===== src/rtl/fetch_buffer.sv =====
// Instruction prefetch queue: owns the fetch PC, captures one instruction per cycle
// with its PC+4, and presents the oldest entry to IF/ID under a valid/ready handshake.
module fetch_buffer #(
  parameter int unsigned DEPTH    = 4,
  parameter logic [31:0] RESET_PC = 32'h0000_0000
) (
  input  logic                           clk,
  input  logic                           reset,
  output logic [31:0]                    imemAddr,
  input  logic [31:0]                    imemData,
  input  logic                           redirect,
  input  logic [31:0]                    redirectTarget,
  output logic                           outValid,
  input  logic                           outReady,
  output logic [31:0]                    outInstr,
  output logic [31:0]                    outPcPlusFour,
  output logic [$clog2(DEPTH+1)-1:0]     count
);

  localparam int unsigned PTR_W = $clog2(DEPTH);
  localparam int unsigned CNT_W = $clog2(DEPTH+1);

  logic [31:0]      fetch_pc_q, fetch_pc_d;
  logic [PTR_W-1:0] rd_ptr_q, rd_ptr_d;
  logic [PTR_W-1:0] wr_ptr_q, wr_ptr_d;
  logic [CNT_W-1:0] count_q, count_d;
  logic [63:0]      mem_q [DEPTH];

  logic        pop;
  logic        push;
  logic [31:0] pc_plus_four;

  assign pc_plus_four = fetch_pc_q + 32'd4;

  always_comb begin
    pop        = outValid & outReady;
    push       = !redirect & ((count_q < CNT_W'(DEPTH)) | pop);
    fetch_pc_d = fetch_pc_q;
    rd_ptr_d   = rd_ptr_q;
    wr_ptr_d   = wr_ptr_q;
    count_d    = count_q;
    if (redirect) begin
      // A same-cycle pop is still seen by the consumer; the flush discards the rest.
      fetch_pc_d = redirectTarget;
      rd_ptr_d   = '0;
      wr_ptr_d   = '0;
      count_d    = '0;
    end else begin
      if (push) begin
        wr_ptr_d   = wr_ptr_q + PTR_W'(1);
        fetch_pc_d = pc_plus_four;
      end
      if (pop) begin
        rd_ptr_d = rd_ptr_q + PTR_W'(1);
      end
      count_d = count_q + CNT_W'(push) - CNT_W'(pop);
    end
  end

  always_ff @(posedge clk) begin
    if (reset) begin
      fetch_pc_q <= RESET_PC;
      rd_ptr_q   <= '0;
      wr_ptr_q   <= '0;
      count_q    <= '0;
    end else begin
      fetch_pc_q <= fetch_pc_d;
      rd_ptr_q   <= rd_ptr_d;
      wr_ptr_q   <= wr_ptr_d;
      count_q    <= count_d;
    end
  end

  // Entry storage carries no reset; validity is tracked by count alone.
  always_ff @(posedge clk) begin
    if (push) begin
      mem_q[wr_ptr_q] <= {pc_plus_four, imemData};
    end
  end

  assign imemAddr      = fetch_pc_q;
  assign count         = count_q;
  assign outValid      = (count_q != '0);
  assign outInstr      = outValid ? mem_q[rd_ptr_q][31:0]  : 32'h0;
  assign outPcPlusFour = outValid ? mem_q[rd_ptr_q][63:32] : 32'h0;

endmodule

===== config.mk =====
export PLATFORM = sky130hd
export DESIGN_NAME = fetch_buffer
export DESIGN_NICKNAME = d
export VERILOG_FILES = /design/src/rtl/fetch_buffer.sv
export SDC_FILE = /design/constraint.sdc
export NUM_CORES = 1
export LEC_CHECK = 0
export ABC_AREA = 0
export CAP_MARGIN = 20
export CORE_UTILIZATION = 30
export DETAILED_ROUTE_END_ITERATION = 7
export MAX_ROUTING_LAYER = met4
export SYNTH_ARGS = -nofsm -noshare
export SYNTH_HDL_FRONTEND = slang
export SYNTH_SLANG_ARGS = --single-unit

===== constraint.sdc =====
create_clock -name clk -period 3.2 [get_ports clk]
set_clock_uncertainty 0.15 [all_clocks]
set_input_delay 0.32 -clock clk [delete_from_list [all_inputs] [get_ports clk]]
set_output_delay 0.32 -clock clk [all_outputs]
set_load 0.05 [all_outputs]

==> impl_metrics.tcl, run 1 <==
set metrics [dict create \
    tns_ps 0 \
    arrival_ps 2450 \
    avgRoutedWirePerCell_um 20.80 \
    grt_usage_pct 15.40 \
    maxCapViolations 0 \
    crit_type "reg -> out" \
    dieArea_um2 42390 \
    coreArea_um2 40920 \
    yosysUniqueCellTypes 51 \
    synth_warnings 0 \
    cp-end-kind "output pin" \
    p_leak_nw 5.288 \
    fmax_mhz 342.8 \
    synth_edf_count 256 \
    finalPower_mw 9.092 \
    synth_top_cell_by_area "edfxtp_1" \
    post-route-util_pct 38.85 \
    path_max_fanout 13 \
    p_per_area_nw_per_um2 571.8 \
    postSynthCellCount 776 \
    hold_viol_final 0 \
    postCtsHoldBufs 0 \
    grt-ovfl-total 0 \
    initial_core_util_pct 30.48 \
    hold_class "in -> reg" \
    drt_wl_total_um 31720 \
    synth-seq-cells 297 \
    ir_drop_uv 355.0 \
    die_y_um 205.9 \
    num_antenna_cells 0 \
    dp_hpwl_um 21370 \
    cp-start-kind "register" \
    cts_buffers 31 \
    min_period_ps 2917 \
    avgSynthCellArea_um2 16.07 \
    fin_crit_sh_pct 91.17 \
    rsz0062_at_grt "no" \
    status "completed" \
    vias 7462 \
    synth_most_common_cell "edfxtp_1" \
    slew_violations 0 \
    drc 0 \
    ys_top_cells_by_count "256 x edfxtp_1, 70 x and2_1, 64 x mux4_2" \
    grt_first_pass_wirelength_um 47250 \
    ys.flop_type "edfxtp_1" \
    async_flop_share_pct 0 \
    routabilityCongestion 0.8007 \
    synth.area.top_cells "edfxtp_1 62%, mux4_2 12%, dfxtp_1 6.6%, and2_1 3.5%, xnor2_1 1.9%" \
    cts_root_buf "clkbuf_16" \
    ant_nets 0 \
    antenna_found_initial 0 \
    die_w_um 205.9 \
    rows 74 \
    setup_viol 0 \
    clk_pin_slew_ps 60 \
    min-delay-start "redirectTarget[2]" \
    cp.required_ps 2730 \
    yosysSeqAreaShare_pct 68.22 \
    nNetsFinal 1044 \
    cts_tree "yes" \
    reg2reg_from "imemAddr[15]" \
    drt-vias-per-instance 4.893 \
    firstDrtPassIters 5 \
    grt_max_degree 47 \
    syn-num-nets 851 \
    clk_latency_ps 550 \
    first_iter_violations 509 \
    layout-drive-gt1-share_pct 23.36 \
    numPortBuffers 167 \
    synth_top_area_share_pct 61.64 \
    cts_max_level 1 \
    io_pins 168 \
    tightest_slew_ps 608.7 \
    clock-sinks 297 \
    slew_headroom_pct 59.29 \
    grt_pass1_vias 7482 \
    area.growth.synth_to_final_pct 27.48 \
    clockBufferDepth 3 \
    syn_area_um2 12470 \
]
[through the flow]
step | hold WS, ps | area (µm²) | setup slack, ps | cells
2_1_floorplan | 268.9 | 12470 | 29.47 | 776
3_3_place_gp | 331.0 | 14840 | 548.3 | 1458
3_5_place_dp | 340.5 | 14840 | 511.3 | 1458
4_1_cts | 143.7 | 15810 | 0.1001 | 1515
5_1_grt | 168.3 | 15900 | 195.2 | 1525
6_report | 164.6 | 15900 | 282.6 | 1525
[cells in the final DEF (no fill, tap or decap), drive strengths merged, types with 19 or more instances in the layout]
master / count
nor2: 39
and2: 70
mux4: 64
clkbuf: 41
nand3: 19
xnor2: 27
edfxtp: 256
clkdlybuf4s50: 108
dfxtp: 41
nand2: 33
buf: 107
[cell type report]
cell class | instances | area [µm²]
Clock buffer | 41 | 833.3
Tap cell | 532 | 665.6
Timing Repair Buffer | 215 | 1997
Clock inverter | 16 | 136.4
Inverter | 12 | 45.04
Sequential cell | 297 | 8516
Multi-Input combinational cell | 412 | 3706
Fill cell | 3838 | 25030
[power by group]
| group | switching [mW] | leakage, nW | internal (mW) | total, mW |
|---|---|---|---|---|
| combinational | 0.750 | 2.10 | 0.445 | 1.19 |
| sequential | 0.0881 | 2.70 | 4.37 | 4.46 |
| clock | 1.45 | 0.480 | 1.98 | 3.43 |
[logic make-up (layout without fill, tap and decap cells)]
| group | count (synthesis) | after routing | synth area share (%) |
|---|---|---|---|
| simple gates | 243 | 243 | 10.95 |
| mux | 66 | 66 | 11.72 |
| xor+xnor | 40 | 40 | 2.809 |
| flops | 297 | 297 | 68.22 |
| buf+inv | 67 | 284 | 2.267 |
| compound gates | 56 | 56 | 3.281 |
| fa+ha+maj | 7 | 7 | 0.7624 |
[sequential cells by signal, summed over array words and instances, names as in the netlist, named ones only]
register  flops
rd_ptr_q      2
wr_ptr_q      2
imemAddr     32
mem_q       256
count         3
[layer usage]
layer | GRT usage, % | wire length [µm] | share of wire [%]
met1 | 22.31 | 15020 | 47
met3 | 2.412 | 2018 | 6.4
met4 | 2.600 | 497 | 1.6
met5 | - | 0 | 0
met2 | 23.11 | 14180 | 45
[timing repair]
| action | 4_1_cts | 5_1_grt |
|---|---|---|
| gates resized for setup | 0 | 1 |
| endpoints found under the setup margin | 0 | 8 |
| buffers inserted | 0 | 10 |
[worst max-delay path, stage by stage, from the launching register on]
cell             delay [ps]
dfxtp_4                 350
buf_12                  150
mux4_2                  500
and2_1                  180
clkdlybuf4s50_1         700
[worst paths after layout]
path	slack, ps	to	cells after the start
max	280	outInstr[23]	4
min	160	imemAddr[2]	3
min reg2reg	340	wr_ptr_q[1]	2
max reg2reg	670	mem_q[0][57]	5
(Power assumes the default switching activity.)
==> inputs of run 2 (changes only) <==
Settings changed: SLEW_MARGIN set to 40.
==> results of run 2 <==
Same layout as run 1: the final DEF is identical, and so are final timing and power.
==> inputs of run 3 (changes only) <==
Settings changed: TNS_END_PERCENT set to 10.
==> results of run 3 <==
Same layout as run 1: the final DEF is identical, and so are final timing and power.
